File: src/rtl/uart_rx_param.sv
// Purpose: parameterised UART receiver with 2-of-3 mid-bit voting, optional parity, 1/2 stop bits.
// Latency: result pulses one cycle in DONE, about P/2+3 CLK after the final stop bit begins.
// Backpressure: none; result pulses last one cycle and must be taken when they appear.
// Optional break detection is enabled by defining UART_RX_BREAK_EN.
module uart_rx_param #(
    parameter int DATA_WIDTH = 8,
    parameter int PRESCALE_W = 6
) (
    input  logic                  CLK,
    input  logic                  Reset,
    input  logic                  S_Data,
    input  logic                  Parity_EN,
    input  logic                  Parity_type,
    input  logic [PRESCALE_W-1:0] Prescale,
    input  logic [3:0]            Data_len,
    input  logic                  Stop_bits,
    output logic [DATA_WIDTH-1:0] P_Data,
    output logic                  Data_valid,
    output logic                  Parity_error,
    output logic                  stop_error,
    output logic                  Break
);

`ifdef UART_RX_BREAK_EN
    localparam bit BREAK_EN = 1'b1;
`else
    localparam bit BREAK_EN = 1'b0;
`endif

    typedef enum logic [2:0] {IDLE, START, DATA, PARITY, STOP, DONE} state_t;

    state_t                  state, next_state;
    logic                    sync1, sync2;
    logic [1:0]              fill;
    logic                    armed;
    logic [PRESCALE_W-1:0]   cnt, ps_lat, ps_even, ps_eff, half;
    logic [3:0]              dl_lat, dl_eff, bit_idx;
    logic                    pen_lat, ptype_lat, stop2_lat, stop_idx;
    logic                    samp_a, samp_b, maj;
    logic [DATA_WIDTH-1:0]   data_sr;
    logic                    par_acc, perr, serr, all_zero;
    logic                    start_det, at_a, at_b, at_maj, bit_end, last_data, last_stop, fin;

    // Two-flop synchronizer, idle-high; fill marks when sync2 reflects the real line.
    always_ff @(posedge CLK or posedge Reset) begin
        if (Reset) begin
            sync1 <= 1'b1;
            sync2 <= 1'b1;
            fill  <= 2'd0;
        end else begin
            sync1 <= S_Data;
            sync2 <= sync1;
            if (fill != 2'd2) fill <= fill + 2'd1;
        end
    end

    // Effective frame settings: even prescale of at least 4, data length clamped to 5..DATA_WIDTH.
    always_comb begin
        ps_even = Prescale & ~PRESCALE_W'(1);
        ps_eff  = (ps_even < PRESCALE_W'(4)) ? PRESCALE_W'(4) : ps_even;
        if (Data_len < 4'd5)                    dl_eff = 4'd5;
        else if (Data_len > 4'(DATA_WIDTH))     dl_eff = 4'(DATA_WIDTH);
        else                                    dl_eff = Data_len;
    end

    // Sample-point decode and 2-of-3 vote using the live third sample.
    always_comb begin
        half      = ps_lat >> 1;
        at_a      = (cnt == half - PRESCALE_W'(1));
        at_b      = (cnt == half);
        at_maj    = (cnt == half + PRESCALE_W'(1));
        bit_end   = (cnt == ps_lat - PRESCALE_W'(1));
        maj       = (samp_a & samp_b) | (samp_a & sync2) | (samp_b & sync2);
        start_det = (state == IDLE) && armed && !sync2;
        last_data = (bit_idx == dl_lat - 4'd1);
        last_stop = (stop_idx == stop2_lat);
        fin       = (state == STOP) && at_maj && last_stop;
    end

    // State register.
    always_ff @(posedge CLK or posedge Reset) begin
        if (Reset) state <= IDLE;
        else       state <= next_state;
    end

    // Next-state logic.
    always_comb begin
        next_state = state;
        unique case (state)
            IDLE:    if (start_det) next_state = START;
            START:   if (at_maj && maj) next_state = IDLE;
                     else if (bit_end)  next_state = DATA;
            DATA:    if (bit_end && last_data) next_state = pen_lat ? PARITY : STOP;
            PARITY:  if (bit_end) next_state = STOP;
            STOP:    if (fin) next_state = DONE;
            DONE:    next_state = IDLE;
            default: next_state = IDLE;
        endcase
    end

    // Datapath: bit timing, shifting, frame flags and result pulses.
    always_ff @(posedge CLK or posedge Reset) begin
        if (Reset) begin
            armed        <= 1'b0;
            cnt          <= '0;
            ps_lat       <= PRESCALE_W'(4);
            dl_lat       <= 4'd5;
            pen_lat      <= 1'b0;
            ptype_lat    <= 1'b0;
            stop2_lat    <= 1'b0;
            bit_idx      <= 4'd0;
            stop_idx     <= 1'b0;
            samp_a       <= 1'b1;
            samp_b       <= 1'b1;
            data_sr      <= '0;
            par_acc      <= 1'b0;
            perr         <= 1'b0;
            serr         <= 1'b0;
            all_zero     <= 1'b0;
            P_Data       <= '0;
            Data_valid   <= 1'b0;
            Parity_error <= 1'b0;
            stop_error   <= 1'b0;
            Break        <= 1'b0;
        end else begin
            Data_valid   <= 1'b0;
            Parity_error <= 1'b0;
            stop_error   <= 1'b0;
            Break        <= 1'b0;
            if (start_det) begin
                // Detection already sees the first post-edge sample, so the count starts at 2.
                armed     <= 1'b0;
                ps_lat    <= ps_eff;
                dl_lat    <= dl_eff;
                pen_lat   <= Parity_EN;
                ptype_lat <= Parity_type;
                stop2_lat <= Stop_bits;
                cnt       <= PRESCALE_W'(2);
                samp_a    <= sync2;
                bit_idx   <= 4'd0;
                stop_idx  <= 1'b0;
                data_sr   <= '0;
                par_acc   <= 1'b0;
                perr      <= 1'b0;
                serr      <= 1'b0;
                all_zero  <= 1'b1;
            end else if (state == START || state == DATA || state == PARITY || state == STOP) begin
                cnt <= bit_end ? '0 : cnt + PRESCALE_W'(1);
                if (at_a) samp_a <= sync2;
                if (at_b) samp_b <= sync2;
                if (at_maj) begin
                    unique case (state)
                        DATA: begin
                            data_sr <= data_sr | (DATA_WIDTH'(maj) << bit_idx);
                            par_acc <= par_acc ^ maj;
                            if (maj) all_zero <= 1'b0;
                        end
                        PARITY: begin
                            perr <= par_acc ^ maj ^ ptype_lat;
                            if (maj) all_zero <= 1'b0;
                        end
                        STOP: begin
                            if (!maj) serr <= 1'b1;
                            else      all_zero <= 1'b0;
                        end
                        default: ;
                    endcase
                end
                if (bit_end && state == DATA) bit_idx <= bit_idx + 4'd1;
                if (bit_end && state == STOP) stop_idx <= 1'b1;
                if (fin) begin
                    // A high final stop sample lets a start edge in the rest of the stop bit count.
                    armed <= maj;
                    if (BREAK_EN && all_zero && !maj) begin
                        Break <= 1'b1;
                    end else begin
                        Parity_error <= perr;
                        stop_error   <= serr | !maj;
                        if (!perr && maj && !serr) begin
                            Data_valid <= 1'b1;
                            P_Data     <= data_sr;
                        end
                    end
                end
            end else begin
                cnt <= '0;
                if (state == IDLE && fill == 2'd2 && sync2) armed <= 1'b1;
            end
        end
    end

endmodule
File: config.mk
export PLATFORM = sky130hd
export DESIGN_NAME = uart_rx_param
export DESIGN_NICKNAME = d
export VERILOG_FILES = /design/src/rtl/uart_rx_param.sv
export SDC_FILE = /design/constraint.sdc
export NUM_CORES = 1
export LEC_CHECK = 0
export ABC_CLOCK_PERIOD_IN_PS = 3200
export BUFFER_PORTS_ARGS = -buffer_cell sky130_fd_sc_hd__buf_2
export CAP_MARGIN = 40
export CORE_MARGIN = 2
export CORE_UTILIZATION = 34
export CTS_CLUSTER_SIZE = 14
export DETAILED_ROUTE_END_ITERATION = 8
export PLACE_DENSITY = 0.53
export RECOVER_POWER = 50
export SLEW_MARGIN = 40
export SYNTH_ARGS = -nofsm -noshare
export SYNTH_HDL_FRONTEND = slang
export SYNTH_SLANG_ARGS = --single-unit
File: constraint.sdc
create_clock -name CLK -period 3.2 [get_ports CLK]
set_input_delay 0.16 -clock CLK [delete_from_list [all_inputs] [get_ports CLK]]
set_output_delay 0.16 -clock CLK [all_outputs]
set_load 0.005 [all_outputs]
==> results of run 1 <==
## sequential cells by signal (all words and copies together) (netlist names), 2 cells and up
| name | flops |
|---|---|
| P_Data | 8 |
| data_sr | 8 |
| cnt | 6 |
| ps_lat | 5 |
| bit_idx | 4 |
| dl_lat | 4 |
| state | 3 |
| fill | 2 |
## power by group through the flow
stage | combinational [mW] | clock [mW] | sequential (mW)
2_1_floorplan | 0.872 | 0 | 0.942
3_3_place_gp | 0.909 | 0 | 1.06
3_5_place_dp | 0.916 | 0 | 1.07
4_1_cts | 0.928 | 0.443 | 1.05
5_1_grt | 1.05 | 0.468 | 1.08
6_report | 0.923 | 0.421 | 1.05
## cell usage in the layout (no fill, tap or decap), types with 6 or more instances in the layout
| cell type | Yosys | layout |
|---|---|---|
| nor2_1 | 18 | 18 |
| nand2_1 | 37 | 37 |
| a21oi_1 | 10 | 10 |
| nor3b_1 | 6 | 6 |
| dfrtp_1 | 48 | 48 |
| o21ai_0 | 12 | 12 |
| buf_2 | 1 | 23 |
| nand3_1 | 8 | 8 |
| inv_1 | 15 | 15 |
| dfstp_2 | 7 | 7 |
| a22o_1 | 8 | 8 |
| xnor2_1 | 17 | 17 |
| nor3_1 | 7 | 7 |
| ha_1 | 6 | 6 |
| mux2_2 | 9 | 9 |
| xor2_1 | 12 | 12 |
## worst reg2reg max path: stages (launching register included)
cell,delay (ps)
dfstp_2,620
inv_1,70
ha_1,310
xnor2_1,250
o211ai_2,160
nor4_4,320
nand3_2,220
nor4_4,250
buf_4,210
mux2_2,350
## path summary, 6_finish.rpt
path	end	start	depth (start not counted)
hold / removal	stop2_lat	Stop_bits	3
max in group asynchronous	serr	Reset	4
setup / recovery	P_Data[4]	ps_lat[2]	9
hold reg to reg	sync2	sync1	0
min in group asynchronous	P_Data[0]	Reset	3
setup reg to reg	P_Data[4]	ps_lat[2]	9
## cell families after synthesis
group,Yosys count,share of synthesized area
compound gates,52,0.121
fa+ha+maj,7,0.0290
other cells,1,0.00128
mux,12,0.0448
flops,55,0.472
xor+xnor,30,0.0921
buf+inv,31,0.0495
simple gates,106,0.190
## what timing repair did
item,in CTS,in global routing
hold endpoints to repair,17,0
gates resized for setup,0,0
hold buffers,2,0
## routing by layer
layer / track usage / vias up
met5: 0 / -
met1: 0.201 / 1048
li1: - / 1056
met2: 0.217 / 39
met4: 0.0390 / 0
met3: 0.0275 / 5
## final cells by class
cell class	instances	area (sq um)	share of cell area
clock buffer	5	68.8	0.0211
clock inverter	3	27.5	0.00845
inverter	15	56.3	0.0173
multi-input combinational	208	1410	0.431
sequential	55	1390	0.425
tap	105	131	0.0403
timing repair buffer	33	185	0.0568
## per-stage QoR
step	std cells	worst slack (ps)	utilization	cell area [sq um]	total power, mW
final	424	331	0.393	3260	2.39
after global routing	424	168	0.393	3260	2.60
after CTS	424	309	0.393	3260	2.42
after detailed placement	414	342	0.379	3150	1.98
after global placement	414	355	0.379	3150	1.97
after floorplan	294	485	-	2930	1.81
==> out/metrics.yaml, run 1 <==
run_status:
  status: "complete, no violations"
floorplan:
  initial_utilization: 0.354
  die_x_um: 96.9
  core_sq_um: 8300
  pin_count: 28
  rows: 33
  die_y_um: 96.9
  die-area_sq_um: 9390
setup_path:
  crit_chain: "inv_1, ha_1, xnor2_1, o211ai_2, nor4_4, nand3_2, nor4_4, buf_4, mux2_2"
  path_class: "flop to flop"
  path_delay_family: "simple AND/OR/NAND/NOR gates"
  arrival_ps: 3080
  crit_fanout: 9
  slowest_stage: "dfstp_2"
  required_ps: 3410
  r2r_setup_slack_ps: 330
  crit_path_max_incr_delay_ps: 620
  cp-start-kind: "flop"
  cp_num_buf_inv: 2
  endpoint_kind: "flop"
  cp_common_cell: "nor4_4"
logic_synthesis:
  ys_warn_count: 0
  synthArstFlopShare: 1.00
  yosys.area.top_type: "dfrtp_1"
  synthesis.instances: 294
  synth.avg_cell_area_sq_um: 9.98
  ys_seq_area_frac: 0.472
  yosysMostFrequentCell: "dfrtp_1"
  netlist.area_leader.share: 0.409
  ys_ff_latch: 55
  synth_edf_count: 0
  synthDistinctLibCells: 49
  synthFlopType: "dfrtp_1"
  yosys-top-cells-count: "dfrtp_1, nand2_1, nor2_1, xnor2_1, inv_1"
  syn_nets: 316
  synth_area_leaders: "dfrtp_1, dfstp_2, xnor2_1"
  synthesis.area_sq_um: 2930
sta:
  timing.fmax_ghz: 0.349
  skew_ps: 8.34
  final-setup-viol-count: 0
  tightest_slew_ps: 950
  fin_hold_ws_ps: 26.7
  finalCritPeriodShare: 0.897
  final-hold-violation-count: 0
  finalCriticalPeriod_ps: 2870
  grt_setup_unrepaired: "no"
  max_slew_margin: 0.366
  maxSlewViolCount: 0
  tns_ps: 0
hold_path:
  hold_path.class: "input pin to flop"
grt:
  grt_max_degree: 39
  gr-total-overflow: 0
  track_usage: 0.141
  antenna_found_initial: 0
  grt_pass1_vias: 2180
  grt_pass1_wl_um: 10800
cells_and_area:
  fin_nets: 340
  syn_to_final_growth_pct: 11.1
  n_antenna_cell: 0
  nFillCells: 833
  drive_gt1_frac: 0.194
power_and_ir_drop:
  cellLeakagePower_nw: 1.50
  pwr-share-seq: 0.439
  swShare: 0.405
  irDropWorstVdd_mv: 0.347
  clkPwrFrac: 0.176
  power_density_nw_per_um2: 735
  combPwrFrac: 0.385
  netSwitchingPower_mw: 0.970
  p_int_mw: 1.42
cts:
  post_cts_buffers: 0
  cts_buffer_depth: 2
  cts_max_level: 2
  cts_sinks: 55
  clk_transition_reported_paths_ps: 110
  numCtsBuffers: 5
  root_buffer: "clkbuf_8"
  cts_tree: "done"
  clock_latency_ps: 320
routing:
  wl_met3_um: 214
  drt_iter0_markers: 108
  detail-route-antenna-nets: 0
  wl_met1_um: 3050
  drtPass1Iterations: 4
  wl_met2_um: 2810
  drt-total-wl_um: 6160
  via_count: 2148
  route.detailed.drc: 0
  viasPerCell: 5.07
  avgRoutedWirePerCell_um: 14.5
  routed.top_layer: "met4"
place:
  place_hpwl_um: 4330
  io_buffers: 25
  gp_congestion: 0.820
flow_run:
  max-cap-violations: 0
No activity file was read; power rests on OpenSTA's default activity.
==> run 2: changes to the inputs <==
==> constraint.sdc (replaced) <==
create_clock -name CLK -period 3.2 [get_ports CLK]
set_input_delay 0.48 -clock CLK [delete_from_list [all_inputs] [get_ports CLK]]
set_output_delay 0.48 -clock CLK [all_outputs]
set_load 0.005 [all_outputs]
==> out/metrics.yaml, run 2 (synthesis gave the netlist of run 1 again) <==
cts:
  root_buffer: "clkbuf_8"
  cts_sinks: 55
  clk_transition_reported_paths_ps: 110
  clock_latency_ps: 320
  post_cts_buffers: 0
  numCtsBuffers: 5
  cts_buffer_depth: 2
  post_cts_resized: 0
  cts_tree: "done"
  cts_max_level: 2
  cts_hold_buffers: 0
grt:
  track_usage: 0.138
  grt_max_degree: 41
  gr-total-overflow: 0
  grt_pass1_vias: 2108
  grt_pass1_wl_um: 10600
  antenna_found_initial: 0
floorplan:
  die_y_um: 96.9
  rows: 33
  die_x_um: 96.9
  initial_utilization: 0.354
  die-area_sq_um: 9390
  core_sq_um: 8300
  pin_count: 28
sta:
  setup_ws_ps: 304
  finalCritPeriodShare: 0.905
  max_slew_margin: 0.338
  tns_ps: 0
  tightest_slew_ps: 993
  maxSlewViolCount: 0
  skew_ps: 4.49
  grt_setup_unrepaired: "no"
  finalCriticalPeriod_ps: 2900
  final-setup-viol-count: 0
  final-hold-violation-count: 0
  timing.fmax_ghz: 0.345
cells_and_area:
  nFillCells: 837
  most-common-layout-cells: "dfrtp_1, nand2_1, buf_2, nor2_1, xnor2_1"
  syn_to_final_growth_pct: 10.7
  n_antenna_cell: 0
  final_common_cell: "dfrtp_1"
  fin_nets: 339
  final_core_util: 0.391
  drive_gt1_frac: 0.201
  reg.largest.list: "P_Data: 8 flops, data_sr: 8 flops, cnt: 6 flops"
power_and_ir_drop:
  swShare: 0.406
  clkPwrFrac: 0.177
  power_density_nw_per_um2: 741
  combPwrFrac: 0.393
  p_int_mw: 1.43
  netSwitchingPower_mw: 0.977
  irDropWorstVdd_mv: 0.236
  cellLeakagePower_nw: 1.51
  pwr-share-seq: 0.430
  p_total_mw: 2.41
hold_path:
  hold_path.class: "input pin to async pin"
place:
  io_buffers: 25
  place_hpwl_um: 4330
  dp_slack_ps: 308
  gp_congestion: 0.800
routing:
  drtPass1Iterations: 4
  detail-route-antenna-nets: 0
  viasPerCell: 5.04
  avgRoutedWirePerCell_um: 14.6
  via_count: 2133
  drt_iter0_markers: 92
  drt-total-wl_um: 6160
  route.detailed.drc: 0
setup_path:
  path_class: "flop to flop"
  endpoint_kind: "flop"
  cp-start-kind: "flop"
  crit_fanout: 9
  r2r-start: "ps_lat[2]"
  r2r_setup_slack_ps: 300
  arrival_ps: 3110
  required_ps: 3420
  r2r_end: "P_Data[4]"
  r2r_cells: 9
flow_run:
  max-cap-violations: 0
run_status:
  status: "complete, no violations"
run 2: cell count changes in the layout (fill, tap and decap cells not counted):
cell           previous run  this run
and2_2                    1         0
dlygate4sd3_1             2         0
and2_1                    1         2
buf_4                     5         6
buf_2                    23        25
clkbuf_1                  2         0
run 2: how the worst max path moves through the flow:
stage,start,endpoint,slack (ps),cells after the start
after floorplan,ps_lat[2],P_Data[0],490,8
after global placement,ps_lat[2],P_Data[7],350,9
after detailed placement,ps_lat[2],P_Data[4],310,9
after CTS,ps_lat[2],P_Data[4],280,9
after global routing,ps_lat[2],P_Data[3],120,9
final,ps_lat[2],P_Data[4],300,9
run 2: layout make-up:
type                            count  area [sq um]  share of cell area
Timing Repair Buffer               32           175              0.0539
Inverter                           15          56.3              0.0173
Multi-Input combinational cell    208          1400               0.432
Tap cell                          105           131              0.0404
Sequential cell                    55          1390               0.426
Clock inverter                      3          27.5             0.00847
Clock buffer                        5          68.8              0.0212
run 2: power groups by stage:
stage                     Sequential [mW]  Clock, mW  Combinational, mW
after global placement               1.05          0              0.929
after CTS                            1.04      0.443              0.956
after detailed placement             1.05          0              0.946
after global routing                 1.07      0.466               1.07
final                                1.04      0.426              0.947
after floorplan                     0.942          0              0.872
run 2: critical path, cell delays in order (launching register included):
cell	delay (ps)
dfstp_2	630
inv_1	70
ha_1	310
xnor2_1	240
o211ai_2	160
nor4_4	330
nand3_2	230
nor4_4	250
buf_4	220
mux2_2	340
run 2: per-stage QoR:
stage | hold WS [ps] | cells | instance area, sq um
floorplan | 345 | 294 | 2930
global placement | 347 | 415 | 3150
detailed placement | 349 | 415 | 3150
CTS | 109 | 423 | 3250
global route | 238 | 423 | 3250
finish | 216 | 423 | 3250
run 2: per-layer routing:
| layer | up-vias | track usage | part of all wire |
|---|---|---|---|
| li1 | 1052 | - | - |
| met1 | 1040 | 0.199 | 0.51 |
| met2 | 35 | 0.210 | 0.44 |
| met5 | - | 0 | 0 |
| met4 | 0 | 0.0444 | 0.013 |
| met3 | 6 | 0.0238 | 0.031 |
